File: src/rtl/a0_monitor.sv
// a0_monitor: peripheral-side partner of the register file's I/O convention.
//   - Captures every change of the register file's a0 output into a small FIFO that a
//     display or host drains over a valid/ready stream.
//   - Debounces a raw push-button into a clean trigger level for the register file.
// Ports:
//   i_clk        clock shared with the CPU core
//   i_rst_n      synchronous active-low reset
//   i_a0         live a0 value from the register file
//   i_btn        raw asynchronous push-button
//   o_trigger    debounced button level
//   o_out_data   FIFO head (oldest captured value), don't-care while o_out_valid=0
//   o_out_valid  FIFO not empty
//   i_out_ready  consumer accepts the head this cycle
//   o_count      FIFO occupancy, 0..DEPTH
//   o_overflow   sticky: at least one change was dropped because the FIFO was full
module a0_monitor #(
    parameter int unsigned D_WIDTH   = 32,
    parameter int unsigned DEPTH     = 8,
    parameter int unsigned DB_CYCLES = 1000
) (
    input  logic                   i_clk,
    input  logic                   i_rst_n,
    input  logic [D_WIDTH-1:0]     i_a0,
    input  logic                   i_btn,
    output logic                   o_trigger,
    output logic [D_WIDTH-1:0]     o_out_data,
    output logic                   o_out_valid,
    input  logic                   i_out_ready,
    output logic [$clog2(DEPTH):0] o_count,
    output logic                   o_overflow
);

    localparam int unsigned AW  = $clog2(DEPTH);
    localparam int unsigned CW  = AW + 1;
    localparam int unsigned DBW = $clog2(DB_CYCLES + 1);

    localparam logic [CW-1:0]  FULL_C = CW'(DEPTH);
    localparam logic [DBW-1:0] DB_C   = DBW'(DB_CYCLES);

    // FIFO state
    logic [D_WIDTH-1:0] r_mem [DEPTH];
    logic [AW-1:0]      r_wptr;
    logic [AW-1:0]      r_rptr;
    logic [CW-1:0]      r_count;
    logic               r_overflow;

    // Change detect
    logic [D_WIDTH-1:0] r_a0_last;

    // Debounce
    logic               r_sync1;
    logic               r_sync2;
    logic               r_trigger;
    logic [DBW-1:0]     r_db_cnt;

    logic               w_change;
    logic               w_pop;
    logic               w_push;
    logic               w_btn_diff;

    assign w_change   = (i_a0 != r_a0_last);
    assign w_pop      = (r_count != '0) && i_out_ready;
    // A full FIFO still accepts a push when the head leaves in the same cycle.
    assign w_push     = w_change && ((r_count != FULL_C) || w_pop);
    assign w_btn_diff = (r_sync2 != r_trigger);

    // Storage is not reset: contents are only visible through the valid pointer range.
    always_ff @(posedge i_clk) begin
        if (w_push) begin
            r_mem[r_wptr] <= i_a0;
        end
    end

    always_ff @(posedge i_clk) begin
        if (!i_rst_n) begin
            r_a0_last  <= '0;
            r_wptr     <= '0;
            r_rptr     <= '0;
            r_count    <= '0;
            r_overflow <= 1'b0;
        end else begin
            r_a0_last <= i_a0;
            if (w_push) begin
                r_wptr <= r_wptr + AW'(1);
            end
            if (w_pop) begin
                r_rptr <= r_rptr + AW'(1);
            end
            case ({w_push, w_pop})
                2'b10:   r_count <= r_count + CW'(1);
                2'b01:   r_count <= r_count - CW'(1);
                default: r_count <= r_count;
            endcase
            if (w_change && !w_push) begin
                r_overflow <= 1'b1;
            end
        end
    end

    // The counter tallies consecutive cycles where the synchronized button disagrees
    // with trigger; trigger follows on the edge after DB_CYCLES such cycles have been
    // counted. With the two sync stages a stable change lands on trigger DB_CYCLES+2
    // edges after the button is first sampled at its new level.
    always_ff @(posedge i_clk) begin
        if (!i_rst_n) begin
            r_sync1   <= 1'b0;
            r_sync2   <= 1'b0;
            r_trigger <= 1'b0;
            r_db_cnt  <= '0;
        end else begin
            r_sync1 <= i_btn;
            r_sync2 <= r_sync1;
            if (w_btn_diff) begin
                if (r_db_cnt == DB_C) begin
                    r_trigger <= r_sync2;
                    r_db_cnt  <= '0;
                end else begin
                    r_db_cnt <= r_db_cnt + DBW'(1);
                end
            end else begin
                r_db_cnt <= '0;
            end
        end
    end

    assign o_out_data  = r_mem[r_rptr];
    assign o_out_valid = (r_count != '0);
    assign o_count     = r_count;
    assign o_overflow  = r_overflow;
    assign o_trigger   = r_trigger;

endmodule

File: config.mk
export PLATFORM = sky130hd
export DESIGN_NAME = a0_monitor
export DESIGN_NICKNAME = d
export VERILOG_FILES = /design/src/rtl/a0_monitor.sv
export SDC_FILE = /design/constraint.sdc
export NUM_CORES = 1
export LEC_CHECK = 0
export CORE_MARGIN = 4
export CORE_UTILIZATION = 42
export DETAILED_ROUTE_END_ITERATION = 10
export GPL_TIMING_DRIVEN = 0
export HOLD_SLACK_MARGIN = 0.06
export PLACE_DENSITY = 0.6
export SLEW_MARGIN = 15
export SYNTH_ARGS = -nofsm -noshare
export SYNTH_HDL_FRONTEND = slang
export SYNTH_SLANG_ARGS = --single-unit
export TNS_END_PERCENT = 30
File: constraint.sdc
create_clock -name i_clk -period 13.52 [get_ports i_clk]
set_input_delay 2.028 -clock i_clk [delete_from_list [all_inputs] [get_ports i_clk]]
set_output_delay 2.028 -clock i_clk [all_outputs]
set_load 0.1 [all_outputs]
# Yosys cells after proc, flatten, opt, wreduce, memory -nomap -nowiden
# Memory sizes are Yosys's and may differ from the RTL's. A register that Yosys moved wholly into a read port is not among the register bits.
# Index checks and enable logic that the tools add are counted.
totals:
  reg_bits: 56
  ram_bits: 256
  inputBits: 36
  output_inout_bits: 39
  word_cells: 37
  memories: 1
op_classes:
  n_addsub: 5
  eq_ne: 6
  n_mux: 5
  bitwise: 2
  reduce_logical: 9
memory_table:
  columns: ["memory", "depth", "word_bits", "rd", "rd_ports_with_merged_regs", "wr", "line_no", "rtl"]
  rows:
  - ["r_mem", 8, 32, 1, 1, 1, "41", "logic [D_WIDTH-1:0] r_mem [DEPTH];"]
op_table:
  columns: ["operator", "n"]
  rows:
  - ["32-bit inequality test", 1]
  - ["10-bit by 1-bit adder with 10-bit output (second input constant)", 1]
  - ["10-bit == test (second input constant)", 1]
  - ["4-bit one-hot mux with 2 select lines", 1]
  - ["3-bit by 1-bit adder with 3-bit output (second input constant)", 2]
  - ["3-bit two-way mux", 2]
  - ["4-bit by 1-bit adder with 4-bit output (second input constant)", 1]
  - ["4-bit inequality test (second input constant)", 1]
  - ["4-bit nonzero test", 1]
  - ["4-bit by 1-bit subtractor with 4-bit output (second input constant)", 1]
  - ["1-bit logical AND", 3]
  - ["3-bit OR reduction", 1]
  - ["2-bit by 1-bit == test with 1-bit output (second input constant)", 1]
  - ["2-bit == test (second input constant)", 1]
  - ["1-bit two-way mux", 2]
  - ["1-bit NOT", 2]
  - ["2-bit AND reduction", 1]
  - ["2-bit nonzero test", 1]
  - ["1-bit zero test", 1]
  - ["1-bit logical OR", 1]
  - ["1-bit inequality test", 1]

# Logic depth before layout (Yosys ltp)
# Gate-level depths: netlist of the first run.
logic_depth:
  ltp_word: 6
  ltp_mapped: 12
  ltp_nobuf: 12

# Least setup slack after synthesis of the first run
# No wires, ideal clock.
synth_timing:
  path_kind: "input-to-reg"
  startpoint: "input port i_a0[26]"
  endpoint: "memory r_mem[7][0] (enable)"
  setup_ps: 513
  t_arrival_ps: 6037
  required_ps: 13007
  path_slack_ps: 6970
  cell_stages: 6
  cell_sequence: "xor2_1 -> nor4_1 -> nand4_1 -> nor2_4 -> buf_6 -> nor4b_1"
synth_between:
  elab_chain_cells: 4
synth_rtl:
  columns: ["element", "line_no", "rtl"]
  rows:
  - ["start, declared", "23", "input logic [D_WIDTH-1:0] i_a0,"]
  - ["32-bit inequality test", "61", "assign w_change = (i_a0 != r_a0_last);"]
  - ["1-bit logical AND", "64", "assign w_push = w_change && ((r_count != FULL_C) || w_pop);"]
  - ["1-bit two-way mux", "69", "if (w_push) begin"]
  - ["1-bit two-way mux (not written as such)", "70", "r_mem[r_wptr] <= i_a0;"]
  - ["end, declared", "41", null]
# No other way between the ends.

==> flow_summary_export.csv, run 1 <==
group,metric,value,unit
setup_path,cp_common_cell,"clkbuf_1",
sta,tightest_slew,993.5,ps
global_routing,grt_pass1_wl,37980,um
sta,clock_skew,13.60,ps
setup_path,crit_slowest_cell,"clkdlybuf4s50_1",
synth,ys_seq_elements,315,
finish,diodes,0,
sta,hold_viol,0,
setup_path,crit_type,"reg2out",
placement,numPortBuffers,74,
floorplan,fp.dieH,177.8,um
synth,synth_cells,629,
pwr,powerDensity,190.5,mW/mm^2
floorplan,io_pins,75,
job,cap_violations,0,
floorplan,core-area,0.02809,mm^2
placement,gp_congestion,0.7592,
finish,utilization,0.5258,
synth,syn_avg_cell_area,19.26,um^2
floorplan,fp.dieW,177.8,um
finish,drive_above_1_share,0.2503,
setup_path,cp_cell_sequence,"clkbuf_1 > clkbuf_1 > mux4_2 > mux2_2 > clkdlybuf4s50_1",
sta,setup_viol,0,
finish,finalNetCount,809,
routing,routed_via_density,5.108,
worst_hold_path,min_from,"r_sync1",
synth,synth-main-ff-cell,"edfxtp_1",
synth,ys_seq_area_frac,0.7322,
synth,syn_area,0.01211,mm^2
routing,ant_nets,0,
routing,avgRoutedWirePerCell,20.68,um
sta,period_needed,5691,ps
synth,synth_edf_count,256,
finish,stdcell_count,1169,
setup_path,cp-start-kind,"register",
placement,place_hpwl,16330,um
sta,rsz0062_at_grt,"no",
cts,ctsResizeCount,0,
cts,cts_root_buffer,"clkbuf_16",
floorplan,fp.dieArea,0.03162,mm^2
setup_path,end_kind,"output port",
worst_hold_path,hp-class,"reg2reg",
placement,place_inst,1108,
sta,finalSetupTns,0,ps
routing,vias,5971,
global_routing,grt.overflow.total,0,
sta,drv_slew,0,
routing,dr.first_iter.drc_count,425,
floorplan,rows,61,
synth,yosysWarnings,0,
run_status,status,"completed",
synth,async_flop_share,0,
cts,clk_pin_slew,60,ps
synth,ys_types,46,
routing,wl,24170,um
setup_path,cp_data_required_time,11490,ps
setup_path,rr_worst_depth,9,
floorplan,initial_core_util,0.4313,
worst_hold_path,worstHoldEndpoint,"r_sync2",
global_routing,antenna_found_initial,0,
routing,drc,0,
finish,areaGrowthSynthToFinish,21.92,%
cts,worst_skew_pair.late_latency,490,ps
pwr,leakage,4.949,nW
synth,syn-num-nets,672,
global_routing,track_usage,0.1583,
global_routing,grt_pass1_vias,6419,
setup_path,path_max_fanout,10,
setup_path,r2r_setup_slack,10410,ps
setup_path,critPathArrivalTime,3660,ps
sta,timing.fmax,175.7,MHz
sta,maxSlewHeadroom,0.3356,
sta,fin_crit_sh,0.4209,
setup_path,r2r-start,"r_a0_last[10]",
global_routing,grt_start_max_net_pins,19,
pwr,total_power,2.813,mW
cts,cts_setup_buffers,0,
cts,clockBufferDepth,3,
setup_path,cp_slowest_stage_delay,990,ps
pwr,ir_drop,110.8,uV
cts,cts.sinks,315,
worst_hold_path,hold_depth,1,
routing,first_pass_iters,4,
cts,cts_tree,"yes",
cts,h-tree-depth,2,
setup_path,r2r_end,"r_mem[1][19]",
cts,cts_hold_buf,0,
cts,numCtsBuffers,34,
[placed cells by master (no fill, tap or decap), drive strengths merged, types with 3 or more instances in the layout]
| cell | Yosys | final |
|---|---|---|
| ha | 6 | 6 |
| clkbuf | 15 | 60 |
| clkinv | 0 | 10 |
| nand4 | 3 | 3 |
| nand2b | 3 | 3 |
| nand3 | 7 | 7 |
| bufinv | 0 | 3 |
| and2 | 38 | 38 |
| o21a | 3 | 3 |
| dfxtp | 59 | 59 |
| edfxtp | 256 | 256 |
| and3 | 3 | 3 |
| nor4 | 10 | 10 |
| nand2 | 17 | 17 |
| o211ai | 3 | 3 |
| a21boi | 3 | 3 |
| mux2i | 5 | 5 |
| xnor2 | 6 | 6 |
| clkdlybuf4s50 | 0 | 74 |
| nor2 | 19 | 19 |
| mux4 | 64 | 64 |
| mux2 | 32 | 32 |
| xor2 | 38 | 38 |
| buf | 11 | 38 |
| inv | 6 | 8 |
[how the worst max path moves through the flow]
stage | start | to | slack (ps) | cells past startpoint
floorplan | i_a0[26] | r_mem[7][0] | 6970 | 6
global placement | i_a0[10] | r_mem[0][14] | 2490 | 7
detailed placement | i_a0[10] | r_mem[1][14] | 7910 | 10
CTS | register | o_out_data[0] | 7770 | 5
global route | register | o_out_data[0] | 7700 | 5
finish | register | o_out_data[0] | 7830 | 5
[logic make-up after synthesis]
kind of cell / after synthesis / synth area share
flops: 315 / 0.7322
simple gates: 114 / 0.05433
mux: 101 / 0.1529
xor+xnor: 44 / 0.03181
buf+inv: 32 / 0.01136
compound gates: 16 / 0.009606
fa+ha+maj: 7 / 0.007850
[cells in the mapped netlist (2+ instances only)]
cell type  number  area [um^2]
inv_1           5        18.77
edfxtp_1      256         7687
nand2_1        17        63.81
nor2_1         17        63.81
buf_2           8        40.04
clkbuf_1       15        56.30
nor4b_1         2        17.52
nand2b_1        3        18.77
o21a_1          3        22.52
mux2i_1         5        50.05
nor2b_1         2        12.51
o21ai_0         2        10.01
ha_1            6        75.07
and4b_1         2        20.02
buf_1           2        7.510
dfxtp_1        59         1181
and3_1          2        12.51
or3_1           2        12.51
and2_1         38        237.7
nor4bb_1        2        20.02
xnor2_1         6        52.55
nand4_1         2        12.51
o211ai_1        3        22.52
mux4_2         64         1441
xor2_1         38        332.8
nor4_1         10        62.56
nand3_1         7        35.03
mux2_2         32        360.4
a21boi_1        2        15.01
[metrics by stage]
stage | area [um^2] | hold WS (ps) | worst slack (ps)
floorplan | 12110 | 411.9 | 6970
global placement | 13330 | 419.0 | 2490
CTS | 14770 | 457.7 | 7774
detailed placement | 13660 | 443.5 | 7910
finish | 14770 | 449.9 | 7829
global route | 14770 | 483.6 | 7701
[final cells by class]
type	instances	area, um^2
clock inverters	16	161.4
flip-flops and latches	315	8869
repair buffers	101	1025
well taps	378	473.0
inverters	6	22.52
plain buffers	26	115.1
clock buffers	45	943.4
multi-input cells	282	3159
fillers	2334	13320
[registers in the layout, indices dropped and copies added, names as in the netlist, named ones only]
name        count
o_overflow      1
r_sync2         1
r_sync1         1
o_count         4
r_a0_last      32
r_mem         256
r_wptr          3
r_db_cnt       10
o_trigger       1
r_rptr          3
[critical path: cells and delay by family, from the launching register on]
family	cells	cell delay [ps]
flip-flops	1	310
buffers and inverters	3	2110
multiplexers	2	750
[layer usage]
| layer | GRT usage | routed length [um] | vias to the layer above | part of all wire |
|---|---|---|---|---|
| met4 | 0.03771 | 331 | 0 | 0.014 |
| met3 | 0.02961 | 1380 | 26 | 0.057 |
| met5 | 0 | 0 | - | 0 |
| met1 | 0.2184 | 10270 | 3060 | 0.43 |
| met2 | 0.2632 | 12190 | 136 | 0.50 |
| li1 | - | - | 2749 | - |
[report_power, final]
group	internal (mW)	leakage [nW]	switching, mW	total, mW
clock network	0.550	0.545	0.353	0.903
registers	1.10	2.84	0.0172	1.12
logic	0.269	1.57	0.523	0.792
Power figures use the tool's default switching activity.
==> run 2, diff against run 1 <==
PLACE_DENSITY = 0.62   (was 0.6)
clock period = 5 ns   (was 13.52 ns; I/O delays follow)
==> flow_summary_export.csv, run 2 (same netlist as run 1, synthesis figures left out) <==
group,metric,value,unit
routing,first_pass_iters,4,
pwr,leakage,4.917,nW
cts,ctsResizeCount,0,
global_routing,grt_start_max_net_pins,19,
worst_hold_path,hp-class,"reg2reg",
pwr,total_power,7.586,mW
cts,clk_pin_slew,60,ps
setup_path,cp_data_required_time,4250,ps
finish,n_fill_cell,2284,
sta,setup_viol,0,
routing,vias,6083,
cts,cts_tree,"yes",
sta,timing.fmax,224.3,MHz
setup_path,end_kind,"output port",
finish,areaGrowthSynthToFinish,21.86,%
finish,top_regs,"r_mem (256), r_a0_last (32), r_db_cnt (10)",
finish,stdcell_count,1163,
setup_path,cp-start-kind,"register",
sta,period_needed,4458,ps
cts,clockBufferDepth,3,
setup_path,cp_slowest_stage_delay,970,ps
setup_path,r2r_end,"o_count[1]",
finish,finalNetCount,803,
routing,wl,24630,um
setup_path,r2r_setup_slack,1900,ps
sta,clock_skew,10.45,ps
sta,maxSlewHeadroom,0.3350,
global_routing,track_usage,0.1603,
worst_hold_path,worstHoldEndpoint,"r_sync2",
cts,cts.sinks,315,
finish,drive_above_1_share,0.2382,
cts,numCtsBuffers,34,
setup_path,crit_slowest_cell,"clkdlybuf4s50_1",
cts,worst_skew_pair.late_latency,490,ps
floorplan,fp.dieW,177.8,um
sta,final.hold.worst_slack,445.4,ps
floorplan,core-area,0.02809,mm^2
cts,cts_hold_buf,0,
routing,drc,0,
cts,cts_setup_buffers,0,
finish,largest_reg_flops,256,
cts,cts_root_buffer,"clkbuf_16",
run_status,status,"completed",
pwr,ir_drop,294.0,uV
setup_path,cp_num_buf_inv,3,
finish,top_register,"r_mem",
finish,diodes,0,
setup_path,cp_cell_sequence,"clkbuf_1 > clkbuf_1 > mux4_2 > mux2_2 > clkdlybuf4s50_1",
worst_hold_path,hold_depth,1,
setup_path,r2r-start,"r_a0_last[30]",
floorplan,fp.dieArea,0.03162,mm^2
sta,hold_viol,0,
floorplan,initial_core_util,0.4313,
finish,mostFrequentLayoutCells,"edfxtp_1 (256), clkdlybuf4s50_1 (74), mux4_2 (64), dfxtp_1 (59)",
routing,dr.first_iter.drc_count,413,
global_routing,grt_pass1_wl,38450,um
routing,ant_nets,0,
setup_path,rr_worst_depth,9,
sta,tightest_slew,994.4,ps
global_routing,antenna_found_initial,1,
finish,layout_commonest_cell,"edfxtp_1",
sta,fin_crit_sh,0.8916,
setup_path,critPathArrivalTime,3710,ps
cts,h-tree-depth,2,
setup_path,crit_type,"reg2out",
global_routing,grt_pass1_vias,6579,
placement,place_hpwl,16540,um
setup_path,cp_top_family,"buffers and inverters",
floorplan,rows,61,
setup_path,cp_common_cell,"clkbuf_1",
sta,drv_slew,0,
global_routing,grt.overflow.total,0,
floorplan,io_pins,75,
placement,numPortBuffers,74,
routing,avgRoutedWirePerCell,21.18,um
placement,gp_congestion,0.7548,
setup_path,path_max_fanout,10,
sta,finalSetupTns,0,ps
worst_hold_path,min_from,"r_sync1",
floorplan,fp.dieH,177.8,um
pwr,powerDensity,513.9,mW/mm^2
placement,place_inst,1102,
routing,routed_via_density,5.230,
job,cap_violations,0,
sta,rsz0062_at_grt,"no",
run 2: changes by cell type in the layout (fill, tap and decap cells not counted), sizes merged:
cell    delta
clkinv     -3
buf        -6
clkbuf     +4
bufinv     -1
run 2: layout make-up:
cell class                      instances  area [um^2]  share of cell area
Inverter                                6        22.52            0.001526
Timing Repair Buffer                   95         1020             0.06909
Buffer                                 26        115.1            0.007799
Tap cell                              378        473.0             0.03204
Clock inverter                         12        116.4            0.007883
Sequential cell                       315         8869              0.6008
Multi-Input combinational cell        282         3177              0.2152
Clock buffer                           49        968.4             0.06561
run 2: worst register-to-register path: cells and delay by family, from the launching register on:
family                   cells  cell delay (ps)
AO/OA/AOI/OAI                2              340
flip-flops                   1              300
XOR/XNOR                     1              150
adder cells (fa/ha/maj)      1              470
AND/OR/NAND/NOR              5             1770
run 2: where the power goes:
part           internal (mW)  total (mW)  switching, mW
clock                   1.45        2.41          0.953
sequential              2.98        3.02         0.0469
combinational          0.731        2.16           1.42
total                   5.16        7.59           2.43
run 2: worst max path at each step:
stage	slack (ps)	cells after the start	end	from
after floorplan	-370	5	r_mem[1][0]	o_count[0]
after global placement	-4130	7	r_mem[1][14]	i_a0[10]
after detailed placement	710	10	o_count[1]	i_a0[30]
after CTS	490	5	o_out_data[15]	register
after global routing	440	5	o_out_data[11]	register
final	540	5	o_out_data[15]	register
run 2: per-stage QoR:
stage               setup WS (ps)  instance area (um^2)  utilization
finish                      541.9                 14760       0.5255
global route                435.3                 14760       0.5255
CTS                         486.5                 14760       0.5255
detailed placement          708.7                 13680       0.4869
global placement            -4132                 13340       0.4749
floorplan                  -368.2                 12130            -
run 2: per-layer routing:
| metal | part of all wire | track usage | vias up |
|---|---|---|---|
| met2 | 0.50 | 0.2763 | 149 |
| met3 | 0.051 | 0.03622 | 36 |
| li1 | - | - | 2730 |
| met1 | 0.43 | 0.2098 | 3166 |
| met4 | 0.014 | 0.03448 | 2 |
| met5 | 0.00057 | 0 | - |
==> run 3, diff against run 2 <==
CAP_MARGIN = 10   (was not set)
REMOVE_ABC_BUFFERS = 1   (was not set)
==> flow_summary_export.csv, run 3 (same netlist as run 1, synthesis figures left out) <==
group,metric,value,unit
pwr,powerDensity,499.4,mW/mm^2
global_routing,track_usage,0.1507,
cts,cts_hold_buf,0,
finish,drive_above_1_share,0.2445,
floorplan,core-area,0.02809,mm^2
pwr,pwr-share-clk,0.292,
placement,placed_area,0.01368,mm^2
placement,gp_congestion,0.7445,
global_routing,grt_start_max_net_pins,47,
cts,worst_skew_pair.late_latency,540,ps
sta,clock_skew,14.28,ps
finish,layout_commonest_cell,"edfxtp_1",
cts,clockBufferDepth,3,
setup_path,cp_data_required_time,4250,ps
pwr,ir_drop,567.8,uV
routing,drc,0,
pwr,p_comb_frac,0.286,
global_routing,grt.overflow.total,0,
sta,hold_viol,0,
finish,largest_reg_flops,256,
sta,fin_ws,736.7,ps
global_routing,antenna_found_initial,2,
finish,utilization,0.5205,
routing,dr.first_iter.drc_count,406,
floorplan,fp.dieArea,0.03162,mm^2
cts,cts_setup_buffers,0,
finish,top_regs,"r_mem (256), r_a0_last (32), r_db_cnt (10)",
placement,place_hpwl,15360,um
pwr,p_int,4.957,mW
global_routing,grt_pass1_wl,36410,um
setup_path,cp-start-kind,"register",
sta,maxSlewHeadroom,0.3271,
pwr,swShare,0.3211,
routing,vias,5941,
sta,tightest_slew,1000,ps
cts,cts_root_buffer,"clkbuf_16",
setup_path,crit_type,"reg2out",
floorplan,initial_core_util,0.4313,
cts,clk_pin_slew,60,ps
sta,timing.fmax,234.6,MHz
pwr,total_power,7.301,mW
routing,avgRoutedWirePerCell,20.48,um
finish,areaGrowthSynthToFinish,20.69,%
run_status,status,"completed",
sta,setup_viol,0,
worst_hold_path,hp-class,"reg2reg",
sta,fin_crit_sh,0.8527,
pwr,power_frac_seq,0.422,
placement,numPortBuffers,74,
routing,wl,23490,um
sta,period_needed,4263,ps
sta,rsz0062_at_grt,"no",
placement,post-place-ws,249.4,ps
finish,fin_area,0.01462,mm^2
routing,routed_via_density,5.180,
pwr,leakage,4.860,nW
cts,h-tree-depth,1,
setup_path,end_kind,"output port",
finish,mostFrequentLayoutCells,"edfxtp_1 (256), clkdlybuf4s50_1 (73), mux4_2 (64), dfxtp_1 (56)",
routing,first_pass_iters,5,
setup_path,critPathArrivalTime,3510,ps
cts,cts.sinks,315,
floorplan,rows,61,
global_routing,grt_pass1_vias,6325,
floorplan,io_pins,75,
finish,finalNetCount,788,
setup_path,path_max_fanout,30,
finish,top_register,"r_mem",
sta,final.hold.worst_slack,444.8,ps
finish,diodes,0,
cts,ctsResizeCount,0,
floorplan,fp.dieH,177.8,um
sta,drv_slew,0,
floorplan,fp.dieW,177.8,um
cts,numCtsBuffers,31,
job,cap_violations,0,
cts,cts_tree,"yes",
routing,ant_nets,0,
pwr,power_switching,2.344,mW
run 3: area by class of cell:
cell class / count / area (um^2)
Tap cell: 378 / 473.0
Sequential cell: 315 / 8877
Clock inverter: 14 / 90.09
Inverter: 6 / 22.52
Fill cell: 2272 / 13470
Clock buffer: 43 / 850.8
Multi-Input combinational cell: 282 / 3159
Timing Repair Buffer: 109 / 1146
run 3: power groups by stage:
| stage | Sequential (mW) | Clock (mW) | Combinational, mW |
|---|---|---|---|
| 2_1_floorplan | 3.26 | 0 | 1.47 |
| 3_3_place_gp | 3.28 | 0 | 1.96 |
| 3_5_place_dp | 3.14 | 0 | 2.11 |
| 4_1_cts | 3.09 | 2.20 | 2.12 |
| 5_1_grt | 3.10 | 2.29 | 2.19 |
| 6_report | 3.08 | 2.13 | 2.09 |
run 3: per-layer routing:
layer | part of all wire | track usage | vias up
met2 | 0.50 | 0.2502 | 133
met1 | 0.43 | 0.2066 | 3064
li1 | - | - | 2706
met3 | 0.051 | 0.03153 | 34
met4 | 0.018 | 0.03448 | 4
met5 | 0.00098 | 0 | -
run 3: final timing paths:
check | start | to | slack (ps) | cells after the start
max | register | o_out_data[0] | 740 | 5
min | r_sync1 | r_sync2 | 440 | 1
max reg2reg | r_a0_last[24] | o_count[1] | 1280 | 9
min reg2reg | r_sync1 | r_sync2 | 440 | 1
run 3: worst max-delay path, cell delays in order (launching register included):
cell and delay (ps):
dfxtp_4 610, buf_12 250, buf_16 260, mux4_2 540
mux2_2 310, clkdlybuf4s50_1 980
run 3: stage by stage:
| step | std cells | TNS (ps) |
|---|---|---|
| 6_report | 1147 | 0 |
| 5_1_grt | 1147 | 0 |
| 4_1_cts | 1147 | 0 |
| 3_5_place_dp | 1090 | 0 |
| 3_3_place_gp | 1055 | -775720 |
| 2_1_floorplan | 603 | -35220 |
